[src/rtl/gcm_aes_decrypt_pkg.sv]
// Types, constants and helpers shared by the GCM encryptor and decryptor.
package gcm_pkg;

   typedef logic [0:127] block_t;

   typedef enum logic [3:0] {
      ST_IDLE,
      ST_HKEY,
      ST_EJ0,
      ST_AAD,
      ST_CT_WAIT,
      ST_CT_PROC,
      ST_PT_OUT,
      ST_LEN,
      ST_CHECK,
      ST_DONE
   } gcm_dec_state_e;

   localparam block_t      GCM_R      = {8'hE1, 120'h0};
   localparam logic [31:0] GCM_J0_LSB = 32'h1;

   // Increment only the low 32-bit word; the IV part is carried through untouched.
   function automatic block_t inc32(input block_t b);
      logic [31:0] lo;
      lo = b[96:127] + 32'h1;
      return {b[0:95], lo};
   endfunction

endpackage

[src/rtl/gcm_aes_decrypt_if.sv]
// Control, AES engine, ciphertext and plaintext signals of the GCM decryptor.
interface gcm_aes_decrypt_if;
   import gcm_pkg::*;

   logic        new_instance;
   logic [0:95] iv;
   block_t      aad;
   logic        aad_en;
   logic        ct_empty;
   block_t      tag;
   logic        aes_req;
   block_t      aes_block;
   logic        aes_ack;
   block_t      aes_result;
   logic        ct_valid;
   logic        ct_ready;
   block_t      ct_data;
   logic        ct_last;
   logic        pt_valid;
   block_t      pt_data;
   logic        pt_ready;
   logic        done;
   logic        tag_ok;

   modport master (
      output new_instance, iv, aad, aad_en, ct_empty, tag,
      output aes_ack, aes_result, ct_valid, ct_data, ct_last, pt_ready,
      input  aes_req, aes_block, ct_ready, pt_valid, pt_data, done, tag_ok
   );

   modport slave (
      input  new_instance, iv, aad, aad_en, ct_empty, tag,
      input  aes_ack, aes_result, ct_valid, ct_data, ct_last, pt_ready,
      output aes_req, aes_block, ct_ready, pt_valid, pt_data, done, tag_ok
   );

endinterface

[src/rtl/gcm_aes_decrypt_gf128_mul.sv]
// Bit-serial GF(2^128) multiplier in GCM bit order: 128 busy cycles, then a one-cycle done.
module gf128_mul
   import gcm_pkg::*;
(
   input  logic   clk,
   input  logic   rst,
   input  logic   start,
   input  block_t a,
   input  block_t b,
   output logic   done,
   output block_t result
);

   block_t     z;
   block_t     v;
   block_t     a_sr;
   logic [6:0] cnt;
   logic       busy;

   assign result = z;

   always_ff @(posedge clk or posedge rst) begin
      if (rst) begin
         z    <= '0;
         v    <= '0;
         a_sr <= '0;
         cnt  <= '0;
         busy <= 1'b0;
         done <= 1'b0;
      end else begin
         done <= 1'b0;
         if (start) begin
            z    <= '0;
            v    <= b;
            a_sr <= a;
            cnt  <= '0;
            busy <= 1'b1;
         end else if (busy) begin
            // a_sr[0] is the x^0 coefficient of the multiplier still to be consumed
            z    <= z ^ (a_sr[0] ? v : '0);
            v    <= (v >> 1) ^ (v[127] ? GCM_R : '0);
            a_sr <= a_sr << 1;
            cnt  <= cnt + 7'd1;
            if (cnt == 7'd127) begin
               busy <= 1'b0;
               done <= 1'b1;
            end
         end
      end
   end

endmodule

[src/rtl/gcm_aes_decrypt.sv]
// Streaming AES-GCM decrypt-and-verify; block encryptions go to a shared AES engine.
//   state   | meaning
//   IDLE    | waiting for new_instance
//   HKEY    | H = AES(0)
//   EJ0     | EkJ0 = AES(IV||1)
//   AAD     | X = (X^A)*H
//   CT_WAIT | ct_ready high, waiting for a ciphertext block
//   CT_PROC | keystream request and GHASH multiply in flight
//   PT_OUT  | plaintext presented; waits for consumer and multiply
//   LEN     | X = (X^len)*H
//   CHECK   | tag compare
//   DONE    | verdict held
module gcm_aes_decrypt
   import gcm_pkg::*;
#(
   parameter int LEN_W = 32
) (
   input logic clk,
   input logic rst,
   gcm_aes_decrypt_if.slave bus
);

   gcm_dec_state_e state;
   block_t         h;
   block_t         ekj0;
   block_t         x;
   block_t         ctr;
   block_t         ct_r;
   block_t         aad_r;
   block_t         tag_r;
   logic           aad_en_r;
   logic           ct_empty_r;
   logic           last_r;
   logic [LEN_W-1:0] blocks;

   logic   mul_start;
   logic   mul_pend;
   logic   mul_done;
   block_t mul_a;
   block_t mul_res;

   logic   aes_req;
   block_t aes_block;
   logic   ct_ready;
   logic   pt_valid;
   block_t pt_data;
   logic   done;
   logic   tag_ok;

   logic [63:0] ct_bits;
   block_t      len_blk;

   assign ct_bits = 64'(blocks) << 7;
   assign len_blk = {(aad_en_r ? 64'd128 : 64'd0), ct_bits};

   assign bus.aes_req   = aes_req;
   assign bus.aes_block = aes_block;
   assign bus.ct_ready  = ct_ready;
   assign bus.pt_valid  = pt_valid;
   assign bus.pt_data   = pt_data;
   assign bus.done      = done;
   assign bus.tag_ok    = tag_ok;

   gf128_mul u_mul (
      .clk    (clk),
      .rst    (rst),
      .start  (mul_start),
      .a      (mul_a),
      .b      (h),
      .done   (mul_done),
      .result (mul_res)
   );

   always_ff @(posedge clk or posedge rst) begin
      if (rst) begin
         state      <= ST_IDLE;
         h          <= '0;
         ekj0       <= '0;
         x          <= '0;
         ctr        <= '0;
         ct_r       <= '0;
         aad_r      <= '0;
         tag_r      <= '0;
         aad_en_r   <= 1'b0;
         ct_empty_r <= 1'b0;
         last_r     <= 1'b0;
         blocks     <= '0;
         mul_start  <= 1'b0;
         mul_pend   <= 1'b0;
         mul_a      <= '0;
         aes_req    <= 1'b0;
         aes_block  <= '0;
         ct_ready   <= 1'b0;
         pt_valid   <= 1'b0;
         pt_data    <= '0;
         done       <= 1'b0;
         tag_ok     <= 1'b0;
      end else begin
         mul_start <= 1'b0;
         if (mul_done) begin
            x        <= mul_res;
            mul_pend <= 1'b0;
         end
         case (state)
            ST_IDLE, ST_DONE: begin
               if (bus.new_instance) begin
                  ctr        <= inc32({bus.iv, GCM_J0_LSB});
                  aad_r      <= bus.aad;
                  aad_en_r   <= bus.aad_en;
                  ct_empty_r <= bus.ct_empty;
                  tag_r      <= bus.tag;
                  last_r     <= 1'b0;
                  x          <= '0;
                  blocks     <= '0;
                  done       <= 1'b0;
                  tag_ok     <= 1'b0;
                  aes_req    <= 1'b1;
                  aes_block  <= '0;
                  state      <= ST_HKEY;
               end
            end
            ST_HKEY: begin
               if (bus.aes_ack) begin
                  h       <= bus.aes_result;
                  aes_req <= 1'b0;
                  state   <= ST_EJ0;
               end
            end
            ST_EJ0: begin
               if (bus.aes_ack) begin
                  ekj0    <= bus.aes_result;
                  aes_req <= 1'b0;
                  if (aad_en_r) begin
                     mul_a     <= x ^ aad_r;
                     mul_start <= 1'b1;
                     mul_pend  <= 1'b1;
                     state     <= ST_AAD;
                  end else begin
                     ct_ready <= !ct_empty_r;
                     state    <= ST_CT_WAIT;
                  end
               end else if (!aes_req) begin
                  aes_req   <= 1'b1;
                  aes_block <= {ctr[0:95], GCM_J0_LSB};
               end
            end
            ST_AAD: begin
               if (!mul_pend) begin
                  ct_ready <= !ct_empty_r;
                  state    <= ST_CT_WAIT;
               end
            end
            ST_CT_WAIT: begin
               if (ct_empty_r) begin
                  mul_a     <= x ^ len_blk;
                  mul_start <= 1'b1;
                  mul_pend  <= 1'b1;
                  state     <= ST_LEN;
               end else if (bus.ct_valid && ct_ready) begin
                  ct_ready  <= 1'b0;
                  ct_r      <= bus.ct_data;
                  last_r    <= bus.ct_last;
                  mul_a     <= x ^ bus.ct_data;
                  mul_start <= 1'b1;
                  mul_pend  <= 1'b1;
                  aes_req   <= 1'b1;
                  aes_block <= ctr;
                  ctr       <= inc32(ctr);
                  if (blocks != '1)
                     blocks <= blocks + LEN_W'(1);
                  state     <= ST_CT_PROC;
               end
            end
            ST_CT_PROC: begin
               if (bus.aes_ack) begin
                  aes_req  <= 1'b0;
                  pt_data  <= ct_r ^ bus.aes_result;
                  pt_valid <= 1'b1;
                  state    <= ST_PT_OUT;
               end
            end
            ST_PT_OUT: begin
               if (pt_valid && bus.pt_ready)
                  pt_valid <= 1'b0;
               // X is only settled once mul_pend has dropped, so the next operand sees it
               if (!pt_valid && !mul_pend) begin
                  if (last_r) begin
                     mul_a     <= x ^ len_blk;
                     mul_start <= 1'b1;
                     mul_pend  <= 1'b1;
                     state     <= ST_LEN;
                  end else begin
                     ct_ready <= 1'b1;
                     state    <= ST_CT_WAIT;
                  end
               end
            end
            ST_LEN: begin
               if (!mul_pend)
                  state <= ST_CHECK;
            end
            ST_CHECK: begin
               tag_ok <= ((x ^ ekj0) == tag_r);
               done   <= 1'b1;
               state  <= ST_DONE;
            end
            default: state <= ST_IDLE;
         endcase
      end
   end

endmodule

[src/flat_wrapper.sv]
// flat-port wrapper written by rule: the top's interface ports become plain ports
module gcm_aes_decrypt_flat import gcm_pkg::*;
#(
   parameter int LEN_W = 32
)
  (clk, rst, bus_new_instance, bus_iv, bus_aad, bus_aad_en, bus_ct_empty, bus_tag, bus_aes_ack, bus_aes_result, bus_ct_valid, bus_ct_data, bus_ct_last, bus_pt_ready, bus_aes_req, bus_aes_block, bus_ct_ready, bus_pt_valid, bus_pt_data, bus_done, bus_tag_ok);
  gcm_aes_decrypt_if bus_i ();
  input logic clk;
  input logic rst;
  input wire logic [$bits(bus_i.new_instance)-1:0] bus_new_instance;
  input wire logic [$bits(bus_i.iv)-1:0] bus_iv;
  input wire logic [$bits(bus_i.aad)-1:0] bus_aad;
  input wire logic [$bits(bus_i.aad_en)-1:0] bus_aad_en;
  input wire logic [$bits(bus_i.ct_empty)-1:0] bus_ct_empty;
  input wire logic [$bits(bus_i.tag)-1:0] bus_tag;
  input wire logic [$bits(bus_i.aes_ack)-1:0] bus_aes_ack;
  input wire logic [$bits(bus_i.aes_result)-1:0] bus_aes_result;
  input wire logic [$bits(bus_i.ct_valid)-1:0] bus_ct_valid;
  input wire logic [$bits(bus_i.ct_data)-1:0] bus_ct_data;
  input wire logic [$bits(bus_i.ct_last)-1:0] bus_ct_last;
  input wire logic [$bits(bus_i.pt_ready)-1:0] bus_pt_ready;
  output wire logic [$bits(bus_i.aes_req)-1:0] bus_aes_req;
  output wire logic [$bits(bus_i.aes_block)-1:0] bus_aes_block;
  output wire logic [$bits(bus_i.ct_ready)-1:0] bus_ct_ready;
  output wire logic [$bits(bus_i.pt_valid)-1:0] bus_pt_valid;
  output wire logic [$bits(bus_i.pt_data)-1:0] bus_pt_data;
  output wire logic [$bits(bus_i.done)-1:0] bus_done;
  output wire logic [$bits(bus_i.tag_ok)-1:0] bus_tag_ok;
  assign bus_i.new_instance = bus_new_instance;
  assign bus_i.iv = bus_iv;
  assign bus_i.aad = bus_aad;
  assign bus_i.aad_en = bus_aad_en;
  assign bus_i.ct_empty = bus_ct_empty;
  assign bus_i.tag = bus_tag;
  assign bus_i.aes_ack = bus_aes_ack;
  assign bus_i.aes_result = bus_aes_result;
  assign bus_i.ct_valid = bus_ct_valid;
  assign bus_i.ct_data = bus_ct_data;
  assign bus_i.ct_last = bus_ct_last;
  assign bus_i.pt_ready = bus_pt_ready;
  assign bus_aes_req = bus_i.aes_req;
  assign bus_aes_block = bus_i.aes_block;
  assign bus_ct_ready = bus_i.ct_ready;
  assign bus_pt_valid = bus_i.pt_valid;
  assign bus_pt_data = bus_i.pt_data;
  assign bus_done = bus_i.done;
  assign bus_tag_ok = bus_i.tag_ok;
  gcm_aes_decrypt #(.LEN_W(LEN_W)) u_core (.clk(clk), .rst(rst), .bus(bus_i));
endmodule
[config.mk]
export PLATFORM = sky130hd
export DESIGN_NAME = gcm_aes_decrypt_flat
export DESIGN_NICKNAME = d
export VERILOG_FILES = /design/src/rtl/gcm_aes_decrypt_pkg.sv /design/src/rtl/gcm_aes_decrypt_if.sv /design/src/rtl/gcm_aes_decrypt_gf128_mul.sv /design/src/rtl/gcm_aes_decrypt.sv /design/src/flat_wrapper.sv
export SDC_FILE = /design/constraint.sdc
export NUM_CORES = 2
export LEC_CHECK = 0
export ABC_AREA = 1
export CAP_MARGIN = 15
export CORE_MARGIN = 10
export CORE_UTILIZATION = 30
export DETAILED_ROUTE_END_ITERATION = 6
export PLACE_DENSITY = 0.47
export SYNTH_ARGS = -nofsm -noshare
export SYNTH_HDL_FRONTEND = slang
export SYNTH_SLANG_ARGS = --single-unit
[constraint.sdc]
create_clock -name clk -period 103.3 [get_ports clk]
set_input_delay 10.33 -clock clk [delete_from_list [all_inputs] [get_ports clk]]
set_output_delay 10.33 -clock clk [all_outputs]
set_load 0.01 [all_outputs]
# Yosys cells after proc, flatten, opt, wreduce, memory -nomap -nowiden

Index checks and enable logic that the tools add are counted.

Mux-type cells: 92
Add/subtract/negate cells: 3
Reductions and logical operators: 32
Bitwise operators: 9
Equality and inequality tests: 31

Operators with widths:

| kind                                                                    | count |
|---|---|
| 128-bit 2-to-1 mux                                                      | 24 |
| 128-bit case mux with 3 select lines                                    | 2 |
| 128-bit bitwise XOR                                                     | 6 |
| 128-bit case mux with 2 select lines                                    | 1 |
| 32-bit 2-to-1 mux                                                       | 5 |
| 128-bit == test                                                         | 1 |
| 127-bit by 128-bit bitwise XOR with 128-bit output                      | 1 |
| 32-bit by 1-bit adder with 32-bit output, second input constant         | 2 |
| 32-bit case mux with 2 select lines                                     | 1 |
| 1-bit 2-to-1 mux                                                        | 36 |
| 4-bit 2-to-1 mux                                                        | 9 |
| 4-bit case mux with 9 select lines                                      | 1 |
| 32-bit inequality test, second input constant                           | 1 |
| 2-bit inequality test, second input constant                            | 11 |
| 4-bit by 3-bit == test with 1-bit output, second input constant         | 4 |
| 8-bit AND reduction                                                     | 2 |
| 7-bit 2-to-1 mux                                                        | 2 |
| 2-bit by 1-bit inequality test with 1-bit output, second input constant | 7 |
| 6-bit AND reduction                                                     | 2 |
| 2-bit AND reduction                                                     | 5 |
| 5-bit AND reduction                                                     | 2 |
| 3-bit AND reduction                                                     | 3 |
| 4-bit by 2-bit == test with 1-bit output, second input constant         | 2 |
| 4-bit == test, second input constant                                    | 2 |
| 19 further kinds                                                        | 35 |

Input bits: 617
Register bits after elaboration: 1,719
Logic and storage cells: 196
Output and inout bits: 261

# Depth between registers and ports, before layout

Word-level depth: 5
Gate-level depth with buffers: 13
Mapped depth without buffers: 13

# Modules after synthesis

A second synthesis with hierarchy kept.

Cells, all modules: 9,106
Area, all modules: 78,477.8 um2

By module, submodules not included:

| module          | area an instance (um2) | instances | sequential area each (um2) | cells each |
|---|---|---|---|---|
| gcm_aes_decrypt | 61,011.0               | 1         | 33,181.8                   | 7,211 |
| gf128_mul       | 17,466.8               | 1         | 9,834.4                    | 1,895 |

# Worst setup path after synthesis

No wires, ideal clock.

Path kind: input port to flip-flop
Start point: in bus_aes_ack
End point: reg u_core.pt_data[0], in the netlist u_core.bus.pt_data[0]
Arrival time: 11.459 ns
Library setup time: 0.125 ns
Data required time: 103.175 ns
Stages on the path: 5
Path slack: 91.716 ns
Buffers on the path: 2
Cells stage by stage: inv_1 -> nor3_1 -> buf_2 -> buf_2 -> mux2_2

Word-level cells in the longest chain between the ends: 1

Ends and longest elaborated chain:

| element                              | RTL line               | RTL |
|---|---|---|
| from (decl)                          | flat_wrapper.sv:16     | `input wire logic [$bits(bus_i.aes_ack)-1:0] bus_aes_ack;` |
| 2-bit AND reduction (no source line) | -                      |  |
| to (signal assigned)                 | gcm_aes_decrypt.sv:177 | `pt_data <= ct_r ^ bus.aes_result;` |
| to (decl)                            | gcm_aes_decrypt.sv:46  | `block_t pt_data;` |

No other way between the ends.
A chain may end at the register's enable or synchronous reset.

==> results.py <==
metrics = {
    "worst_setup_path": {
        "path_cells": "clkdlybuf4s50_1 -> inv_8 -> buf_4 -> buf_4 -> buf_4 -> buf_4 -> buf_4",
        "r2r_end": "u_core.ctr[3]$_DFFE_PP0P_",
        "path_delay_family": "buffers and inverters",
        "r2r_slack_ns": 97.91,
        "end_kind": "asynchronous set/reset pin",
        "crit_type": "in -> async",
        "cp_common_cell": "buf_4",
        "start_kind": "primary input",
        "rr_worst_depth": 11,
        "cp_num_buf_inv": 7,
        "critical_path_required_ns": 104.17,
        "r2r-start": "u_core.state[1]$_DFFE_PP0P_",
        "path_max_fanout": 107,
        "cp.arrival_ns": 15.23,
        "max_stage_delay_ns": 0.80,
        "slowest_stage": "buf_4",
    },
    "sta": {
        "skew_ns": 0.0480,
        "min_period_ns": 14.36,
        "tightest_slew_ns": 1.24,
        "setup_viol_count_final": 0,
        "max-slew-margin-rel": 0.174,
        "fmaxAchievable_mhz": 69.7,
        "whs_ns": 0.460,
        "timing.final.crit_share": 0.139,
        "grt_setup_unrepaired": "false",
        "tns_ns": 0,
        "finalMaxSlewViolations": 0,
        "hold_violations": 0,
    },
    "die": {
        "num_io_pins": 878,
        "core_region_area_um2": 263000,
        "row_count": 188,
        "start_util": 0.301,
        "fp.dieH_um": 534,
        "die_w_um": 534,
        "die_area_um2": 285000,
    },
    "synth": {
        "avgSynthCellArea_um2": 8.68,
        "syn_inst": 9114,
        "synth_area_um2": 79100,
        "synth_top_area_share": 0.543,
        "async_reset_ff_frac": 1.00,
        "synth-seq-cells": 1719,
        "ys_types": 42,
        "netlist.top_cell.by_area": "dfrtp_1",
        "synth_edf_count": 0,
        "synth_ff_type": "dfrtp_1",
        "syn-num-nets": 9734,
        "synth-seq-area-share": 0.543,
        "netlist_top_cells_area": "dfrtp_1 (54%), nand2_1 (12%), o21ai_0 (5.2%), mux2_2 (5.2%), inv_1 (4.1%)",
        "yosys_warnings": 0,
    },
    "clock_tree": {
        "post_cts_buffers": 0,
        "clk_path_buf_depth": 4,
        "numCtsBuffers": 210,
        "clock_latency_ns": 0.88,
        "ctsHtreeMaxLevel": 4,
        "cts_resized": 0,
        "cts.clk_slew.worst_paths_ns": 0.06,
        "cts.sink_count": 1719,
        "ctsHoldBuffers": 0,
        "tritoncts": "yes",
        "clockRootBuffer": "clkbuf_16",
    },
    "power": {
        "swShare": 0.239,
        "power.density_nw_per_um2": 16.0,
        "peakVddDrop_mv": 0.0130,
        "power.leakage_nw": 47.1,
        "combPwrFrac": 0.063,
        "p_int_w": 0.00119,
        "p_switching_w": 0.000375,
        "power_frac_seq": 0.448,
        "pwr-share-clk": 0.489,
        "p_total_w": 0.00157,
    },
    "global_route": {
        "globalRoute.totalOverflow": 0,
        "grt_first_pass_wirelength_um": 451000,
        "grt_use_total": 0.205,
        "grt_max_degree": 255,
        "grt_pass1_vias": 67242,
        "antenna_found_initial": 81,
    },
    "flow_run": {
        "maxCapViolCount": 0,
    },
    "drt": {
        "drc": 1,
        "wl_met1_um": 136000,
        "wl_met2_um": 136000,
        "detail_route.vias_per_cell": 4.96,
        "first_iter_violations": 5242,
        "drtAntennaViolNets": 0,
        "drtPass1Iterations": 7,
        "post_drt_wl_per_cell_um": 22.4,
        "routed-wl-met3_um": 21400,
        "topRoutingLayerUsed": "met5",
        "routed_wirelength_um": 302000,
        "via_count": 66769,
    },
    "final_layout": {
        "final_layout_size_suffix_gt1_frac": 0.0819,
        "fill_cells": 26719,
        "area_growth_pct": 24.0,
        "nets": 10381,
    },
    "placed_design": {
        "portBuffers": 877,
        "hpwlAfterDp_um": 202000,
        "place_congestion": 0.828,
    },
    "worst_hold_path": {
        "hold_class": "reg -> reg",
        "hold_path_depth": 2,
        "min_from": "u_core.h[67]$_DFFE_PP0P_",
        "hold-path-endpoint": "u_core.u_mul.v[67]$_DFFE_PP0P_",
    },
    "status": {
        "status": "finished with violations",
        "violations": "DRC",
    },
}
==> synth_stat cells (all sizes together), types with 4 or more instances <==
| cell | number |
|---|---|
| nor2 | 643 |
| o31ai | 7 |
| and3 | 4 |
| buf | 186 |
| o21ai | 868 |
| nand2 | 2593 |
| nand3 | 390 |
| nor4 | 5 |
| o211ai | 182 |
| nand4 | 170 |
| clkbuf | 337 |
| inv | 872 |
| a22oi | 19 |
| o2111ai | 94 |
| xnor2 | 53 |
| mux2 | 365 |
| a21oi | 166 |
| or2 | 5 |
| nor3 | 52 |
| o22ai | 6 |
| a31oi | 134 |
| dfrtp | 1719 |
| o221ai | 77 |
| xor2 | 152 |
==> tightest hold or removal path: stages, from the launching register on <==
cell	delay, ns
dfrtp_1	0.34
nand2_1	0.06
o221ai_1	0.06
==> worst max-delay path by stage <==
stage | slack [ns] | cells past startpoint | startpoint | end
floorplan | 44.45 | 1 | rst | u_core.aad_en_r$_DFFE_PP0P_
global placement | 87.84 | 7 | rst | u_core.aad_r[52]$_DFFE_PP0P_
detailed placement | 87.74 | 7 | rst | u_core.aad_r[52]$_DFFE_PP0P_
CTS | 88.68 | 7 | rst | u_core.tag_r[46]$_DFFE_PP0P_
global route | 88.24 | 7 | rst | u_core.tag_r[46]$_DFFE_PP0P_
finish | 88.94 | 7 | rst | u_core.u_mul.v[43]$_DFFE_PP0P_
==> layer usage <==
| metal | GRT usage | vias up |
|---|---|---|
| met3 | 0.0468 | 445 |
| met5 | 0 | - |
| met2 | 0.328 | 1945 |
| met4 | 0.0481 | 72 |
| li1 | - | 31183 |
| met1 | 0.282 | 33124 |
==> power groups by stage <==
stage          logic [W]  registers (W)  clock network (W)
2_1_floorplan  0.0000450       0.000714                  0
3_3_place_gp   0.0000999       0.000714                  0
3_5_place_dp    0.000101       0.000714                  0
4_1_cts         0.000101       0.000702           0.000786
5_1_grt         0.000112       0.000704           0.000814
6_report       0.0000991       0.000702           0.000765
==> layout by cell type (no fill, tap or decap), types with 6 or more instances in the layout <==
cell type        instances
xor2_1                 152
inv_1                  860
a21oi_1                166
o2111ai_1               94
clkinv_2                37
dfrtp_1               1715
buf_4                   71
nor3_1                  47
bufinv_16               19
a22oi_1                 19
nor2_1                 635
o22ai_1                  6
nor2_4                   6
o21ai_1                 38
clkbuf_8                50
o211ai_1               182
xnor2_1                 53
clkbuf_16              212
a31oi_1                134
o221ai_1                77
o21ai_0                829
clkdlybuf4s50_1        877
diode_2                 23
buf_12                   9
clkbuf_1                46
mux2_2                 365
nand2_1               2591
nand4_1                170
o31ai_1                  7
nand3_1                388
==> state kept, by name (all words and copies together) (netlist names), 4 cells and up <==
register / count
u_core.aad_r: 128
u_core.blocks: 32
u_core.bus.aes_block: 128
u_core.bus.pt_data: 128
u_core.ct_r: 128
u_core.ctr: 128
u_core.ekj0: 128
u_core.h: 128
u_core.mul_a: 128
u_core.state: 4
u_core.tag_r: 128
u_core.u_mul.a_sr: 128
u_core.u_mul.cnt: 7
u_core.u_mul.result: 128
u_core.u_mul.v: 128
u_core.x: 128
==> cell type report <==
class	count	area, um2	share of cell area
Antenna cell	23	57.6	0.000586
Clock buffer	308	6170	0.0628
Clock inverter	62	867	0.00883
Inverter	874	3340	0.0340
Multi-Input combinational cell	5998	30800	0.314
Sequential cell	1719	43000	0.438
Tap cell	3515	4400	0.0448
Timing Repair Buffer	958	9520	0.0970
==> stage by stage <==
stage,util,cell area [um2],std cells,setup slack (ns)
finish,0.374,98100,13457,88.94
global route,0.374,98100,13437,88.24
CTS,0.374,98100,13433,88.68
detailed placement,0.347,91000,13063,87.74
global placement,0.347,91000,13063,87.84
floorplan,-,79100,9114,44.45
==> logic make-up after synthesis <==
| logic type | count (synthesis) | synth area share |
|---|---|---|
| AO/OA/AOI/OAI | 1560 | 0.116 |
| XOR/XNOR | 205 | 0.0227 |
| adder cells (fa/ha/maj) | 3 | 0.000474 |
| buffers and inverters | 1397 | 0.0688 |
| flip-flops | 1719 | 0.543 |
| multiplexers | 365 | 0.0519 |
| AND/OR/NAND/NOR | 3865 | 0.197 |
(Power assumes the default switching activity.)
